`src/rtl/mem_port_arbiter_pkg.sv`:
```
// Shared types for the two-port memory arbiter: FSM states and port identifiers.
package mem_port_arbiter_pkg;

    typedef enum logic [1:0] {
        ARB_IDLE   = 2'd0,
        ARB_ACCESS = 2'd1,
        ARB_WAIT   = 2'd2,
        ARB_RESP   = 2'd3
    } arb_state_t;

    typedef enum logic {
        PORT_CPU = 1'b0,
        PORT_DBG = 1'b1
    } arb_port_t;

    // Wide enough for MEM_LAT-1 with MEM_LAT up to 7.
    localparam int LAT_W = 3;

endpackage

```
`src/rtl/mem_port_arbiter_if.sv`:
```
// Requester (CPU, debug) and memory-macro signals of the arbiter, bundled as one interface.
interface mem_port_arbiter_if #(
    parameter int ADDR_W = 16,
    parameter int DATA_W = 16
);
    logic              cpu_req;
    logic              cpu_we;
    logic [ADDR_W-1:0] cpu_addr;
    logic [DATA_W-1:0] cpu_wdata;
    logic              cpu_gnt;
    logic              cpu_done;
    logic [DATA_W-1:0] cpu_rdata;

    logic              dbg_req;
    logic              dbg_we;
    logic [ADDR_W-1:0] dbg_addr;
    logic [DATA_W-1:0] dbg_wdata;
    logic              dbg_lock;
    logic              dbg_gnt;
    logic              dbg_done;
    logic [DATA_W-1:0] dbg_rdata;

    logic              mem_en;
    logic              mem_we;
    logic [ADDR_W-1:0] mem_addr;
    logic [DATA_W-1:0] mem_wdata;
    logic [DATA_W-1:0] mem_rdata;

    // Arbiter side.
    modport slave (
        input  cpu_req, cpu_we, cpu_addr, cpu_wdata,
        output cpu_gnt, cpu_done, cpu_rdata,
        input  dbg_req, dbg_we, dbg_addr, dbg_wdata, dbg_lock,
        output dbg_gnt, dbg_done, dbg_rdata,
        output mem_en, mem_we, mem_addr, mem_wdata,
        input  mem_rdata
    );

    // Environment side: requesters plus the memory macro.
    modport master (
        output cpu_req, cpu_we, cpu_addr, cpu_wdata,
        input  cpu_gnt, cpu_done, cpu_rdata,
        output dbg_req, dbg_we, dbg_addr, dbg_wdata, dbg_lock,
        input  dbg_gnt, dbg_done, dbg_rdata,
        input  mem_en, mem_we, mem_addr, mem_wdata,
        output mem_rdata
    );
endinterface

```
`src/rtl/mem_port_arbiter_rr2.sv`:
```
// Combinational 2-way round-robin pick; elig_i is indexed by arb_port_t value.
module mem_arb_rr2
    import mem_port_arbiter_pkg::*;
(
    input  logic [1:0] elig_i,
    input  arb_port_t  last_i,
    output logic       valid_o,
    output arb_port_t  winner_o
);

    always_comb begin
        valid_o  = |elig_i;
        winner_o = PORT_CPU;
        case (elig_i)
            2'b01:   winner_o = PORT_CPU;
            2'b10:   winner_o = PORT_DBG;
            2'b11:   winner_o = (last_i == PORT_CPU) ? PORT_DBG : PORT_CPU;
            default: winner_o = PORT_CPU;
        endcase
    end

endmodule

```
`src/rtl/mem_port_arbiter.sv`:
```
// Shares one synchronous memory between the CPU datapath and the debug/loader port,
// one access at a time, with a one-cycle done pulse per completed access.
module mem_port_arbiter
    import mem_port_arbiter_pkg::*;
#(
    parameter int ADDR_W  = 16,
    parameter int DATA_W  = 16,
    parameter int MEM_LAT = 1
) (
    input  logic              clk,
    input  logic              rst,
    mem_port_arbiter_if.slave bus
);

    localparam logic [LAT_W-1:0] LAT_M1 = LAT_W'(MEM_LAT - 1);

    arb_state_t        state_q, state_d;
    arb_port_t         owner_q, last_q, winner;
    logic              we_q;
    logic [ADDR_W-1:0] addr_q;
    logic [DATA_W-1:0] wdata_q;
    logic [LAT_W-1:0]  cnt_q;
    logic [DATA_W-1:0] cpu_rdata_q, dbg_rdata_q;
    logic [1:0]        elig;
    logic              gnt_valid;

    // Bit 0 is the CPU, bit 1 debug, matching the arb_port_t encoding.
    assign elig[0] = bus.cpu_req & ~bus.dbg_lock;
    assign elig[1] = bus.dbg_req;

    mem_arb_rr2 u_rr (
        .elig_i   (elig),
        .last_i   (last_q),
        .valid_o  (gnt_valid),
        .winner_o (winner)
    );

    always_ff @(posedge clk) begin
        if (rst) state_q <= ARB_IDLE;
        else     state_q <= state_d;
    end

    always_comb begin
        state_d = state_q;
        case (state_q)
            ARB_IDLE:   if (gnt_valid) state_d = ARB_ACCESS;
            ARB_ACCESS: state_d = we_q ? ARB_RESP : ARB_WAIT;
            ARB_WAIT:   if (cnt_q == '0) state_d = ARB_RESP;
            ARB_RESP:   state_d = ARB_IDLE;
            default:    state_d = ARB_IDLE;
        endcase
    end

    // Qualifiers are latched only at grant so requesters may change them afterwards.
    always_ff @(posedge clk) begin
        if (rst) begin
            owner_q     <= PORT_CPU;
            last_q      <= PORT_DBG;
            we_q        <= 1'b0;
            addr_q      <= '0;
            wdata_q     <= '0;
            cnt_q       <= '0;
            cpu_rdata_q <= '0;
            dbg_rdata_q <= '0;
        end else begin
            if (state_q == ARB_IDLE && gnt_valid) begin
                owner_q <= winner;
                last_q  <= winner;
                if (winner == PORT_CPU) begin
                    we_q    <= bus.cpu_we;
                    addr_q  <= bus.cpu_addr;
                    wdata_q <= bus.cpu_wdata;
                end else begin
                    we_q    <= bus.dbg_we;
                    addr_q  <= bus.dbg_addr;
                    wdata_q <= bus.dbg_wdata;
                end
            end
            if (state_q == ARB_ACCESS)
                cnt_q <= LAT_M1;
            else if (state_q == ARB_WAIT && cnt_q != '0)
                cnt_q <= cnt_q - 1'b1;
            if (state_q == ARB_WAIT && cnt_q == '0) begin
                if (owner_q == PORT_CPU) cpu_rdata_q <= bus.mem_rdata;
                else                     dbg_rdata_q <= bus.mem_rdata;
            end
        end
    end

    always_comb begin
        bus.cpu_gnt   = (state_q != ARB_IDLE) && (owner_q == PORT_CPU);
        bus.dbg_gnt   = (state_q != ARB_IDLE) && (owner_q == PORT_DBG);
        bus.cpu_done  = (state_q == ARB_RESP) && (owner_q == PORT_CPU);
        bus.dbg_done  = (state_q == ARB_RESP) && (owner_q == PORT_DBG);
        bus.cpu_rdata = cpu_rdata_q;
        bus.dbg_rdata = dbg_rdata_q;
        bus.mem_en    = (state_q == ARB_ACCESS);
        bus.mem_we    = (state_q == ARB_ACCESS) && we_q;
        bus.mem_addr  = addr_q;
        bus.mem_wdata = wdata_q;
    end

endmodule

```
`src/flat_wrapper.sv`:
```
// flat-port wrapper written by rule: the top's interface ports become plain ports
module mem_port_arbiter_flat import mem_port_arbiter_pkg::*;
#(
    parameter int ADDR_W  = 16,
    parameter int DATA_W  = 16,
    parameter int MEM_LAT = 1
)
  (clk, rst, bus_cpu_req, bus_cpu_we, bus_cpu_addr, bus_cpu_wdata, bus_cpu_gnt, bus_cpu_done, bus_cpu_rdata, bus_dbg_req, bus_dbg_we, bus_dbg_addr, bus_dbg_wdata, bus_dbg_lock, bus_dbg_gnt, bus_dbg_done, bus_dbg_rdata, bus_mem_en, bus_mem_we, bus_mem_addr, bus_mem_wdata, bus_mem_rdata);
  mem_port_arbiter_if #(.ADDR_W(ADDR_W), .DATA_W(DATA_W)) bus_i ();
  input  logic clk;
  input  logic rst;
  input wire logic [$bits(bus_i.cpu_req)-1:0] bus_cpu_req;
  input wire logic [$bits(bus_i.cpu_we)-1:0] bus_cpu_we;
  input wire logic [$bits(bus_i.cpu_addr)-1:0] bus_cpu_addr;
  input wire logic [$bits(bus_i.cpu_wdata)-1:0] bus_cpu_wdata;
  output wire logic [$bits(bus_i.cpu_gnt)-1:0] bus_cpu_gnt;
  output wire logic [$bits(bus_i.cpu_done)-1:0] bus_cpu_done;
  output wire logic [$bits(bus_i.cpu_rdata)-1:0] bus_cpu_rdata;
  input wire logic [$bits(bus_i.dbg_req)-1:0] bus_dbg_req;
  input wire logic [$bits(bus_i.dbg_we)-1:0] bus_dbg_we;
  input wire logic [$bits(bus_i.dbg_addr)-1:0] bus_dbg_addr;
  input wire logic [$bits(bus_i.dbg_wdata)-1:0] bus_dbg_wdata;
  input wire logic [$bits(bus_i.dbg_lock)-1:0] bus_dbg_lock;
  output wire logic [$bits(bus_i.dbg_gnt)-1:0] bus_dbg_gnt;
  output wire logic [$bits(bus_i.dbg_done)-1:0] bus_dbg_done;
  output wire logic [$bits(bus_i.dbg_rdata)-1:0] bus_dbg_rdata;
  output wire logic [$bits(bus_i.mem_en)-1:0] bus_mem_en;
  output wire logic [$bits(bus_i.mem_we)-1:0] bus_mem_we;
  output wire logic [$bits(bus_i.mem_addr)-1:0] bus_mem_addr;
  output wire logic [$bits(bus_i.mem_wdata)-1:0] bus_mem_wdata;
  input wire logic [$bits(bus_i.mem_rdata)-1:0] bus_mem_rdata;
  assign bus_i.cpu_req = bus_cpu_req;
  assign bus_i.cpu_we = bus_cpu_we;
  assign bus_i.cpu_addr = bus_cpu_addr;
  assign bus_i.cpu_wdata = bus_cpu_wdata;
  assign bus_cpu_gnt = bus_i.cpu_gnt;
  assign bus_cpu_done = bus_i.cpu_done;
  assign bus_cpu_rdata = bus_i.cpu_rdata;
  assign bus_i.dbg_req = bus_dbg_req;
  assign bus_i.dbg_we = bus_dbg_we;
  assign bus_i.dbg_addr = bus_dbg_addr;
  assign bus_i.dbg_wdata = bus_dbg_wdata;
  assign bus_i.dbg_lock = bus_dbg_lock;
  assign bus_dbg_gnt = bus_i.dbg_gnt;
  assign bus_dbg_done = bus_i.dbg_done;
  assign bus_dbg_rdata = bus_i.dbg_rdata;
  assign bus_mem_en = bus_i.mem_en;
  assign bus_mem_we = bus_i.mem_we;
  assign bus_mem_addr = bus_i.mem_addr;
  assign bus_mem_wdata = bus_i.mem_wdata;
  assign bus_i.mem_rdata = bus_mem_rdata;
  mem_port_arbiter #(.ADDR_W(ADDR_W), .DATA_W(DATA_W), .MEM_LAT(MEM_LAT)) u_core (.clk(clk), .rst(rst), .bus(bus_i));
endmodule
```
`config.mk`:
```
export PLATFORM = sky130hd
export DESIGN_NAME = mem_port_arbiter_flat
export DESIGN_NICKNAME = d
export VERILOG_FILES = /design/src/rtl/mem_port_arbiter_pkg.sv /design/src/rtl/mem_port_arbiter_if.sv /design/src/rtl/mem_port_arbiter_rr2.sv /design/src/rtl/mem_port_arbiter.sv /design/src/flat_wrapper.sv
export SDC_FILE = /design/constraint.sdc
export NUM_CORES = 1
export LEC_CHECK = 0
export BUFFER_PORTS_ARGS = -buffer_cell sky130_fd_sc_hd__buf_2
export CORE_AREA = 5 5 96 89
export DETAILED_ROUTE_END_ITERATION = 12
export DIE_AREA = 0 0 101 94
export PLACE_DENSITY_LB_ADDON = 0.08
export RECOVER_POWER = 50
export SLEW_MARGIN = 40
export SYNTH_ARGS = -nofsm -noshare
export SYNTH_HDL_FRONTEND = slang
export SYNTH_SLANG_ARGS = --single-unit
```
`constraint.sdc`:
```
create_clock -name clk -period 1.86 [get_ports clk]
set_input_delay 0.279 -clock clk [delete_from_list [all_inputs] [get_ports clk]]
set_output_delay 0.279 -clock clk [all_outputs]
set_load 0.01 [all_outputs]
```
==> Word level (Yosys, flattened, before mapping) <==
Cells that the tools add are included.
{ "totals": {"ff_bits": 72, "input_bits": 87, "output_inout_bits": 70, "wordCells": 46} }
{ "op_classes": {"n_addsub": 1, "eq_ne": 7, "n_mux": 9, "bitwise": 3, "n_reduce_logical": 17} }
{ "op_table": {"columns": ["op", "count"], "rows": [
  ["two-way mux 16 bit", 2],
  ["== test 2 bit, second input constant", 4],
  ["logical AND 1 bit", 8],
  ["case mux 2 bit (4 select lines)", 1],
  ["AND reduction 2 bit", 3],
  ["two-way mux 2 bit", 2],
  ["OR reduction 2 bit", 2],
  ["logical NOT 3 bit", 1],
  ["two-way mux 1 bit", 3],
  ["nonzero test 3 bit", 1],
  ["subtractor 3 x 1 -> 3 bit, second input constant", 1],
  ["== test 2 x 1 -> 1 bit, second input constant", 1],
  ["logical NOT 2 bit", 1],
  ["!= test 2 x 1 -> 1 bit, second input constant", 1],
  ["!= test 2 bit, second input constant", 1],
  ["NOT 1 bit", 2],
  ["case mux 1 bit (2 select lines)", 1],
  ["nonzero test 2 bit", 1],
  ["AND 1 bit", 1]
]} }

==> Longest topological paths before layout <==
Gate-level depths: netlist (run 1).
{ "logic_depth": {"ltp_word": 5, "ltp_mapped": 8, "depth_no_buf": 6} }

==> Modules after synthesis <==
From an unflattened synthesis (run 1), not the netlist that was laid out.
{ "unflattened": {"cells_unflattened": 347, "area_unflattened_um2": 3281.9} }
{ "modules_own_cells": {"columns": ["mod", "instances", "cells_each", "area_each_um2", "seq_area_each_um2"], "rows": [
  ["mem_port_arbiter", 1, 345, 3268.1, 1441.4],
  ["mem_arb_rr2", 1, 2, 13.8, 0.0]
]} }

==> Least setup slack after synthesis (run 1) <==
Ideal clock, no wire load.
{ "synth_path": {"path_type": "register to register", "from": "reg u_core.state_q[0]", "to": "reg u_core.cpu_rdata_q[10] (netlist: u_core.bus.cpu_rdata[10])", "setup_time_ns": 0.132, "arrival_ns": 1.378, "t_required_ns": 1.728, "setup_slack_ns": 0.349, "path_stages_with_launch": 9, "path_buffers": 2, "period_less_slack_ns": 1.511, "path_cell_list": "dfxtp_1 > inv_1 > ha_1 > nand3b_1 > or2_1 > buf_2 > buf_2 > nand2_1 > a21oi_1"} }
{ "synth_via": {"elab_chain_cells": 3} }
{ "synth_rtl": {"columns": ["element", "line", "source"], "rows": [
  ["start: declaration", "mem_port_arbiter.sv:17", "arb_state_t state_q, state_d;"],
  ["start signal: assignment", "mem_port_arbiter.sv:40", "else state_q <= state_d;"],
  ["== test 2 bit", "mem_port_arbiter.sv:83", "if (state_q == ARB_WAIT && cnt_q == '0) begin"],
  ["logical AND 1 bit", "mem_port_arbiter.sv:83", null],
  ["AND reduction 2 bit (no source line)", null, null],
  ["end signal: assignment", "mem_port_arbiter.sv:84", "if (owner_q == PORT_CPU) cpu_rdata_q <= bus.mem_rdata;"],
  ["end: declaration", "mem_port_arbiter.sv:23", "logic [DATA_W-1:0] cpu_rdata_q, dbg_rdata_q;"]
]} }
Every way passes these cells.
A chain may end at the register's enable or synchronous reset.

==> Worst setup path after layout (run 1) <==
{ "layout_path": {"from": "reg u_core.state_q[1]", "to": "out bus_dbg_gnt"} }
{ "layout_via": {"elab_chain_cells": 2} }
{ "layout_rtl": {"columns": ["element", "line", "source"], "rows": [
  ["nonzero test 2 bit", "mem_port_arbiter.sv:92", "bus.dbg_gnt = (state_q != ARB_IDLE) && (owner_q == PORT_DBG);"],
  ["logical AND 1 bit", "mem_port_arbiter.sv:92", null],
  ["end: declaration", "flat_wrapper.sv:24", "output wire logic [$bits(bus_i.dbg_gnt)-1:0] bus_dbg_gnt;"]
]} }
Every way passes these cells.

==> results of run 1 <==
[cell usage after synthesis]
master,instances
a21o_1,2
buf_12,2
a2111oi_0,1
and2_1,2
a211oi_2,29
a21oi_2,28
buf_1,1
nor2b_2,1
buf_8,1
nor2_2,1
buf_6,1
xnor2_1,1
mux2i_1,1
nor2b_1,3
o21ai_4,1
nand3_1,1
ha_1,6
nor2_1,36
a22oi_1,1
nand3b_1,2
or2_1,1
a2bb2oi_1,1
a32o_1,1
nor3_1,3
a211oi_1,4
and3_1,2
inv_1,7
buf_2,7
dfxtp_1,72
o21ai_0,1
clkbuf_1,10
a21oi_1,40
o21a_1,1
nand2b_1,2
buf_4,7
nand2_1,101
[worst reg2reg max path: cells and delay by family, from the launching register on]
kind / cells / cell delay [ns]
compound gates: 3 / 0.58
fa+ha+maj: 1 / 0.33
buf+inv: 2 / 0.31
flops: 1 / 0.43
[cell families after synthesis]
| kind of cell | after synthesis |
|---|---|
| mux | 1 |
| flops | 72 |
| buf+inv | 36 |
| xor+xnor | 1 |
| simple gates | 155 |
| compound gates | 110 |
| fa+ha+maj | 6 |
[path summary, 6_finish.rpt]
check,slack [ns],to,start,depth (start not counted)
max,0.09,bus_dbg_gnt,u_core.state_q[1],4
min,0.17,u_core.bus.cpu_rdata[14],bus_mem_rdata[14],3
max reg2reg,0.13,u_core.bus.mem_wdata[9],u_core.state_q[1],6
min reg2reg,0.46,u_core.bus.dbg_rdata[14],u_core.bus.dbg_rdata[14],2
[flip-flops by register name, summed over array words and instances, names as in the netlist]
register / flops
u_core.bus.mem_wdata: 16
u_core.last_q: 1
u_core.bus.dbg_rdata: 16
u_core.owner_q: 1
u_core.bus.mem_addr: 16
u_core.bus.cpu_rdata: 16
u_core.cnt_q: 3
u_core.state_q: 2
u_core.we_q: 1
[power by group through the flow]
stage                     logic [uW]  registers, uW  clock network (uW)
final                           2230           2080                1270
after global routing            2480           2120                1370
after CTS                       2350           2070                1310
after detailed placement        2340           2100                   0
after global placement          2290           2090                   0
after floorplan                 1430           2220                   0
[routing by layer]
metal,vias to the layer above,wire (um),global-route usage (%)
met5,-,0,0
met4,0,150,7.64
met3,11,799,5.12
met2,102,4430,32.3
met1,1456,3970,24.3
li1,1585,-,-
[layout make-up]
| cell class | count | area, um^2 |
|---|---|---|
| Clock buffer | 9 | 124 |
| Clock inverter | 7 | 78.8 |
| Tap cell | 96 | 120 |
| Multi-Input combinational cell | 273 | 1640 |
| Sequential cell | 72 | 1440 |
| Fill cell | 722 | 3110 |
| Timing Repair Buffer | 170 | 853 |
| Inverter | 7 | 26.3 |
[per-stage QoR]
step | instances | hold slack (ns)
floorplan | 381 | 0.415
detailed placement | 618 | 0.443
global placement | 618 | 0.440
CTS | 634 | 0.146
finish | 634 | 0.165
global route | 634 | 0.157
==> metrics.md, run 1 <==
| Metric | Value |
|---|---|
| Die X-Extent | `~100 um` |
| Worst path arrival time | `between 1 and 1.5 ns` |
| Most frequent cells in the layout | `nand2_1 (101), buf_2 (92), dfxtp_1 (72)` |
| Synthesized flop and latch total | `slightly above 70` |
| Cts bufs inserted | `9` |
| CTS tree | `built` |
| Fin. Hold Viols | `0` |
| Slew HR | `about 62%` |
| Num rows | `30` |
| Max Freq | `around 0.57 GHz` |
| Buf/Inv on CP | `2` |
| Crit path largest cell delay | `roughly 0.43 ns` |
| CP Max Fanout | `9` |
| Starting Density | `about 45%` |
| Syn_nets | `474` |
| CP max stage cell | `dfxtp_1` |
| Worst-Skew Late Latency | `roughly 0.35 ns` |
| Endpoint class of the critical path | `output pin` |
| Critical path's top delay family | `flip-flops` |
| Setup TNS | `0 ns` |
| Main area contributors after synthesis | `dfxtp_1 (44%), nand2_1 (11%), a211oi_2 (11%)` |
| Combinational Power Share | `between 40% and 50%` |
| Ant. Diodes | `0` |
| Antenna Violating Nets Remaining | `0` |
| Nets | `626` |
| Initial antenna violation count | `0` |
| Worst IR Drop VDD | `about 0.64 mV` |
| H-Tree Depth | `3` |
| Sequential share of the synthesized area | `between 40% and 50%` |
| I/O Buffers | `about 160` |
| Synthesized area | `between 3000 and 4000 um^2` |
| Boundary pin count | `approximately 160` |
| Critical path startpoint category | `flop` |
| Post-synthesis xor/xnor area fraction | `0.265%` |
| Final instance area | `~4300 um^2` |
| Adder-cell share of the synthesized area | `roughly 2.3%` |
| Count of final max-slew check failures | `0` |
| Final Util | `between 50 and 60%` |
| Area growth syn-to-layout | `29.8%` |
| Synth Area in Simple Gates | `a little under a fifth` |
| Library cells used by synthesis | `36` |
| Dpl hpwl | `roughly 7000 um` |
| Clk sinks | `just over 70` |
| Mean Syn Cell Area | `roughly 8.7 um^2` |
| Mux contribution to synthesized area | `less than 1%` |
| Dominant cell type by area after synthesis | `dfxtp_1` |
| Final setup violation count | `0` |
| Final period util | `between 90% and 100%` |
| Number of max-cap violations | `0` |
| Setup bufs post-CTS | `0` |
| First-pass GRT wire length | `roughly 15000 um` |
| Power per cell area | `about 1300 nW/um^2` |
| Clock transition at path regs | `about 0.09 ns` |
| Post-CTS Hold Buffers | `0` |
| GR Overflow Total | `0` |
| Placed Area | `4160 um^2` |
| Fin worst setup slack | `about 0.092 ns` |
| Initial detailed-routing violation count | `88` |
| Hold Path Class | `input port to flop` |
| Power Internal | `about 3400 uW` |
| Pre-CTS setup slack | `about 0.13 ns` |
| Vias/cell | `4.97` |
| CP cell instances | `inv_1 -> ha_1 -> nor2b_1 -> buf_2` |
| Yosys top cell area share | `a little over two fifths` |
| Worst Path Required | `between 1.5 and 2 ns` |
| Fraction of layout cells with a size suffix above 1 | `around 34%` |
| NetSw | `roughly 2200 uW` |
| Sw Ratio | `38.9%` |
| GPL Wtd Cong | `0.770` |
| WL final | `slightly above 9000 um` |
| Drc violations | `0` |
| Full die area | `roughly 9500 um^2` |
| Status | `finished clean` |
| Clk_skew | `roughly 0.009 ns` |
| Commonest non-fill, non-tap cell in the layout | `nand2_1` |
| Synth Area in Compound Gates | `27.8%` |
| Drt wl/cell | `14.7 um` |
| Clock tree buffer depth | `2` |
| Actual slew at the worst max-slew pin | `approximately 0.57 ns` |
| Tot GR Track Use | `between 10% and 20%` |
| Gate Count Post-Synth | `approximately 380` |
| Vias in the first global route | `between 3000 and 4000` |
| Leakage power | `0.00174 uW` |
| Largest family of logic cells by synthesized area | `compound AO/OA/AOI/OAI gates` |
| 1st-pass router iterations | `4` |
| Via Count | `around 3200` |
| Post-route minimum period | `1.77 ns` |
| Post-cts resize count | `0` |
| Core footprint | `between 7000 and 8000 um^2` |
| Pin count of the biggest net entering global routing | `35` |
| Chip height | `approximately 94 um` |
| RSZ-0062 raised after global routing | `false` |
| Ys Warns | `0` |
| Flop pwr share | `a little under two fifths` |
| Total Power | `approximately 5600 uW` |
| CTS root buffer | `clkbuf_8` |
| Clock power share | `roughly 23%` |
| WS Path Type | `flop to output pin` |
No activity file was read; power rests on OpenSTA's default activity.
==> inputs of run 2 (changes only) <==
- CORE_AREA: 5 5 96 89 -> 5 5 94 87
- CTS_BUF_LIST: default -> sky130_fd_sc_hd__clkbuf_2
- DIE_AREA: 0 0 101 94 -> 0 0 99 92
==> metrics.md, run 2 (synthesized netlist as in run 1, its figures left out) <==
| Metric | Value |
|---|---|
| 1st-pass router iterations | `4 (unchanged)` |
| Slew HR | `60.3% (-1.9 points)` |
| Endpoint class of the critical path | `output pin` |
| Vias/cell | `5.01 (+0.63%)` |
| Drt wl/cell | `14.0 um (-5.3%)` |
| Die X-Extent | `99 um (-2.0%)` |
| Final setup violation count | `0 (unchanged)` |
| Leakage power | `0.00183 uW (+5.4%)` |
| Starting Density | `47.1% (+2.5 points)` |
| Number of max-cap violations | `0 (unchanged)` |
| CTS root buffer | `clkbuf_2` |
| Count of final max-slew check failures | `0 (unchanged)` |
| Chip height | `92 um (-2.1%)` |
| Area growth syn-to-layout | `36.6%` |
| Worst Path Required | `1.58 ns (about the same)` |
| Worst IR Drop VDD | `0.583 mV (-8.3%)` |
| Final instance area | `4510 um^2 (+5.2%)` |
| Status | `finished clean` |
| CP Max Fanout | `3 (-6)` |
| Post-route minimum period | `1.70 ns (-0.0633 ns)` |
| Num rows | `29 (-3.3%)` |
| RSZ-0062 raised after global routing | `false` |
| I/O Buffers | `156 (unchanged)` |
| Full die area | `9110 um^2 (-4.1%)` |
| Clk_skew | `0.0357 ns (+0.0267 ns)` |
| Commonest non-fill, non-tap cell in the layout | `nand2_1` |
| GPL Wtd Cong | `0.783 (+1.6%)` |
| Most frequent cells in the layout | `nand2_1 (101), buf_2 (92), dfxtp_1 (71)` |
| Hold Path Class | `input port to flop` |
| Drc violations | `0 (unchanged)` |
| Hold WS | `0.0325 ns (-0.133 ns)` |
| WL final | `9260 um (-0.96%)` |
| Max Freq | `0.587 GHz (+3.7%)` |
| Clk sinks | `72 (unchanged)` |
| Initial detailed-routing violation count | `112 (+27%)` |
| WS Path Type | `flop to output pin` |
| H-Tree Depth | `3 (unchanged)` |
| Pin count of the biggest net entering global routing | `35 (unchanged)` |
| Nets | `659 (+5.3%)` |
| Clock transition at path regs | `0.20 ns (+0.11 ns)` |
| Critical path startpoint category | `flop` |
| Setup TNS | `0 ns (unchanged)` |
| Final period util | `91.6% (-3.4 points)` |
| Placed Area | `4170 um^2 (about the same)` |
| Dpl hpwl | `6540 um (-3.8%)` |
| Worst-Skew Late Latency | `0.48 ns (+0.13 ns)` |
| First-pass GRT wire length | `14800 um (+0.14%)` |
| Ant. Diodes | `0 (unchanged)` |
| Fraction of layout cells with a size suffix above 1 | `32.8% (-1.2 points)` |
| Tot GR Track Use | `19.7% (+0.097 points)` |
| Antenna Violating Nets Remaining | `0 (unchanged)` |
| Boundary pin count | `157 (unchanged)` |
| Final Util | `64.4% (+6.4 points)` |
| Via Count | `3319 (+5.2%)` |
| Initial antenna violation count | `0 (unchanged)` |
| Core footprint | `7000 um^2 (-5.3%)` |
| Vias in the first global route | `3183 (+4.0%)` |
| GR Overflow Total | `0 (unchanged)` |
| Power per cell area | `1140 nW/um^2 (-13%)` |
| Worst path arrival time | `1.43 ns (-0.06 ns)` |
| Cts bufs inserted | `9 (unchanged)` |
| Fin. Hold Viols | `0 (unchanged)` |
| Actual slew at the worst max-slew pin | `0.596 ns (+0.0289 ns)` |
| CTS tree | `built` |
| Clock tree buffer depth | `2 (unchanged)` |
run 2: cell types whose count changed in the layout (fill, tap and decap cells not counted), sizes merged:
cell / delta
dlygate4sd3: +30
buf: +3
clkbuf: +2
bufinv: -1
inv: -2
run 2: per-stage QoR:
step           power, uW  setup slack, ns  std cells
4_1_cts             5190          0.00881        654
3_5_place_dp        4410            0.252        616
2_1_floorplan       3650            0.349        381
3_3_place_gp        4350           0.0575        616
6_report            5130            0.156        663
5_1_grt             5530           0.0525        663
run 2: timing repair:
| action | 4_1_cts | 5_1_grt |
|---|---|---|
| setup buffers | 0 | 3 |
| endpoints found under the hold margin | 33 | 8 |
| setup endpoints to repair | 3 | 3 |
| resized for setup | 5 | 5 |
| hold buffers | 23 | 7 |
run 2: path summary, 6_finish.rpt:
check | start | to | slack (ns) | depth (start not counted)
worst max-delay path | u_core.state_q[1] | bus_dbg_done | 0.16 | 4
worst min-delay path | bus_cpu_wdata[2] | u_core.bus.mem_wdata[2] | 0.03 | 3
worst max register to register | u_core.state_q[1] | u_core.bus.mem_wdata[0] | 0.18 | 7
worst min register to register | u_core.bus.cpu_rdata[8] | u_core.bus.cpu_rdata[8] | 0.46 | 2
run 2: worst max-delay path, stage by stage, from the launching register on:
cell and delay [ns]:
dfxtp_1 0.36, buf_4 0.14, ha_1 0.18, and2_1 0.15, buf_2 0.14
run 2: power breakdown:
| group | switching [uW] | total, uW | internal, uW |
|---|---|---|---|
| Combinational | 1360 | 2350 | 988 |
| Clock | 527 | 702 | 175 |
| Sequential | 196 | 2080 | 1880 |
run 2: final cells by class:
class	count	area (um^2)
Sequential cell	72	1450
Multi-Input combinational cell	273	1670
Tap cell	93	116
Inverter	7	28.8
Timing Repair Buffer	203	1170
Clock inverter	4	22.5
Fill cell	648	2490
Clock buffer	11	55.1
run 2: per-layer routing:
layer / vias up / track usage, % / routed length, um
li1: 1651 / - / -
met1: 1539 / 25.0 / 4080
met2: 110 / 32.3 / 4310
met3: 19 / 4.86 / 669
met4: 0 / 7.51 / 200
met5: - / 0 / 0
==> inputs of run 3 (changes only) <==
--- a/config.mk
+++ b/config.mk
@@ -7,8 +7,7 @@
 export LEC_CHECK = 0
 export BUFFER_PORTS_ARGS = -buffer_cell sky130_fd_sc_hd__buf_2
-export CORE_AREA = 5 5 94 87
-export CTS_BUF_LIST = sky130_fd_sc_hd__clkbuf_2
+export CORE_AREA = 5 5 96 89
 export DETAILED_ROUTE_END_ITERATION = 12
-export DIE_AREA = 0 0 99 92
+export DIE_AREA = 0 0 101 94
 export PLACE_DENSITY_LB_ADDON = 0.08
 export RECOVER_POWER = 50
@@ -17,2 +16,3 @@
 export SYNTH_HDL_FRONTEND = slang
 export SYNTH_SLANG_ARGS = --single-unit
+export TNS_END_PERCENT = 50
==> constraint.sdc (replaced) <==
create_clock -name clk -period 1.86 [get_ports clk]
set_input_delay 0.279 -clock clk [delete_from_list [all_inputs] [get_ports clk]]
set_output_delay 0.279 -clock clk [all_outputs]
set_load 0.005 [all_outputs]
==> metrics.md, run 3 (synthesized netlist as in run 1, its figures left out) <==
| Metric | Value |
|---|---|
| Commonest non-fill, non-tap cell in the layout | `buf_2` |
| Placed cells | `618 (+0.32%)` |
| Post-route minimum period | `1.75 ns (+0.0473 ns)` |
| Crit path largest cell delay | `0.43 ns (+0.07 ns)` |
| Initial detailed-routing violation count | `89 (-21%)` |
| Worst IR Drop VDD | `0.614 mV (+5.3%)` |
| Starting Density | `44.6% (-2.5 points)` |
| Setup TNS | `0 ns (unchanged)` |
| Post-Layout Cell Count | `634 (-4.4%)` |
| Tot GR Track Use | `19.6% (-0.097 points)` |
| Placed Area | `4160 um^2 (about the same)` |
| Vias/cell | `4.97 (-0.62%)` |
| Fin. Hold Viols | `0 (unchanged)` |
| CP max stage cell | `dfxtp_1` |
| Endpoint class of the critical path | `output pin` |
| Full die area | `9490 um^2 (+4.2%)` |
| Final setup violation count | `0 (unchanged)` |
| Post-cts resize count | `0 (-5)` |
| Clk sinks | `72 (unchanged)` |
| Setup bufs post-CTS | `0 (unchanged)` |
| Critical path's top delay family | `flip-flops` |
| Critical path startpoint category | `flop` |
| Drt wl/cell | `14.7 um (+5.4%)` |
| Antenna Violating Nets Remaining | `0 (unchanged)` |
| GR Overflow Total | `0 (unchanged)` |
| Buf/Inv on CP | `2 (unchanged)` |
| Dpl hpwl | `6800 um (+3.9%)` |
| CTS tree | `built` |
| H-Tree Depth | `3 (unchanged)` |
| Power per cell area | `1270 nW/um^2 (+12%)` |
| I/O Buffers | `156 (unchanged)` |
| Fraction of layout cells with a size suffix above 1 | `39.2% (+6.4 points)` |
| Cts bufs inserted | `9 (unchanged)` |
| Worst path arrival time | `1.47 ns (+0.04 ns)` |
| WL final | `9340 um (+0.81%)` |
| Status | `finished clean` |
| Worst-Skew Late Latency | `0.35 ns (-0.13 ns)` |
| Initial antenna violation count | `0 (unchanged)` |
| CTS root buffer | `clkbuf_8` |
| Die X-Extent | `101 um (+2.0%)` |
| Count of final max-slew check failures | `0 (unchanged)` |
| First-pass GRT wire length | `14800 um (-0.14%)` |
| Nets | `626 (-5.0%)` |
| Pin count of the biggest net entering global routing | `35 (unchanged)` |
| Worst Path Required | `1.58 ns (about the same)` |
| WS Path Type | `flop to output pin` |
| RSZ-0062 raised after global routing | `false` |
| Boundary pin count | `157 (unchanged)` |
| Final period util | `94.2% (+2.5 points)` |
| 1st-pass router iterations | `4 (unchanged)` |
| Most frequent cells in the layout | `buf_2 (120), nand2_1 (101), dfxtp_1 (72)` |
| Num rows | `30 (+3.4%)` |
| Area growth syn-to-layout | `30.9%` |
| Clk_skew | `0.00971 ns (-0.0260 ns)` |
| Hold Path Class | `input port to flop` |
| Max Freq | `0.571 GHz (-2.7%)` |
| Number of max-cap violations | `0 (unchanged)` |
| Clock tree buffer depth | `2 (unchanged)` |
| Vias in the first global route | `3061 (-3.8%)` |
| Slew HR | `62.6% (+2.4 points)` |
| Leakage power | `0.00185 uW (+0.94%)` |
| Final instance area | `4320 um^2 (-4.2%)` |
| CP Max Fanout | `9 (+6)` |
| Core footprint | `7390 um^2 (+5.6%)` |
| Chip height | `94 um (+2.2%)` |
| Fillers | `711 (+9.7%)` |
| CP cell instances | `inv_1 -> ha_1 -> nor2b_1 -> buf_2` |
| Clock transition at path regs | `0.09 ns (-0.11 ns)` |
| GPL Wtd Cong | `0.770 (-1.6%)` |
| Actual slew at the worst max-slew pin | `0.561 ns (-0.0354 ns)` |
| Drc violations | `0 (unchanged)` |
| Via Count | `3154 (-5.0%)` |
| Final Util | `58.4% (-6.0 points)` |
| Post-CTS Hold Buffers | `0 (-100%)` |
| Ant. Diodes | `0 (unchanged)` |
-- run 3: changes by cell type in the layout (fill, tap and decap cells not counted), sizes merged --
cell / change
buf: +25
bufinv: +1
clkbuf: -30
dlygate4sd3: -30
inv: +2
-- run 3: area by class of cell --
cell class                      instances  area [um^2]  area share, %
Clock inverter                          7         78.8           1.83
Clock buffer                            9          124           2.87
Inverter                                7         26.3          0.608
Multi-Input combinational cell        273         1640           38.0
Timing Repair Buffer                  170          888           20.6
Sequential cell                        72         1440           33.4
Tap cell                               96          120           2.78
-- run 3: final timing paths --
check | depth (start not counted) | from | slack, ns | endpoint
max | 4 | u_core.state_q[1] | 0.11 | bus_dbg_gnt
min | 3 | bus_mem_rdata[14] | 0.16 | u_core.bus.cpu_rdata[14]
max reg2reg | 6 | u_core.state_q[1] | 0.12 | u_core.bus.mem_wdata[9]
min reg2reg | 2 | u_core.bus.cpu_rdata[14] | 0.46 | u_core.bus.cpu_rdata[14]
-- run 3: layer usage --
| layer | up-vias | part of all wire [%] | track usage, % |
|---|---|---|---|
| met1 | 1450 | 43 | 24.3 |
| met4 | 0 | 1.6 | 7.64 |
| li1 | 1589 | - | - |
| met3 | 11 | 8.7 | 5.12 |
| met2 | 104 | 47 | 32.3 |
| met5 | - | 0 | 0 |
-- run 3: power by group --
part	switching, uW	total (uW)	internal (uW)	leakage, uW
combinational	1220	2150	932	0.00115
clock	638	1270	633	0.000104
sequential	195	2070	1880	0.000590
total	2050	5490	3440	0.00185
-- run 3: per-stage QoR --
| stage | hold WS (ns) | setup WS (ns) | power, uW |
|---|---|---|---|
| 2_1_floorplan | 0.415 | 0.349 | 3520 |
| 3_3_place_gp | 0.440 | 0.0532 | 4250 |
| 3_5_place_dp | 0.443 | 0.133 | 4310 |
| 4_1_cts | 0.146 | 0.0805 | 5590 |
| 5_1_grt | 0.157 | 0.00884 | 5870 |
| 6_report | 0.163 | 0.108 | 5490 |
-- run 3: worst reg2reg max path: stages, from the launching register on --
cell and delay [ns]:
dfxtp_1 0.43, inv_1 0.09, ha_1 0.33, o21ai_4 0.27
buf_12 0.22, a21oi_1 0.05, a211oi_1 0.26
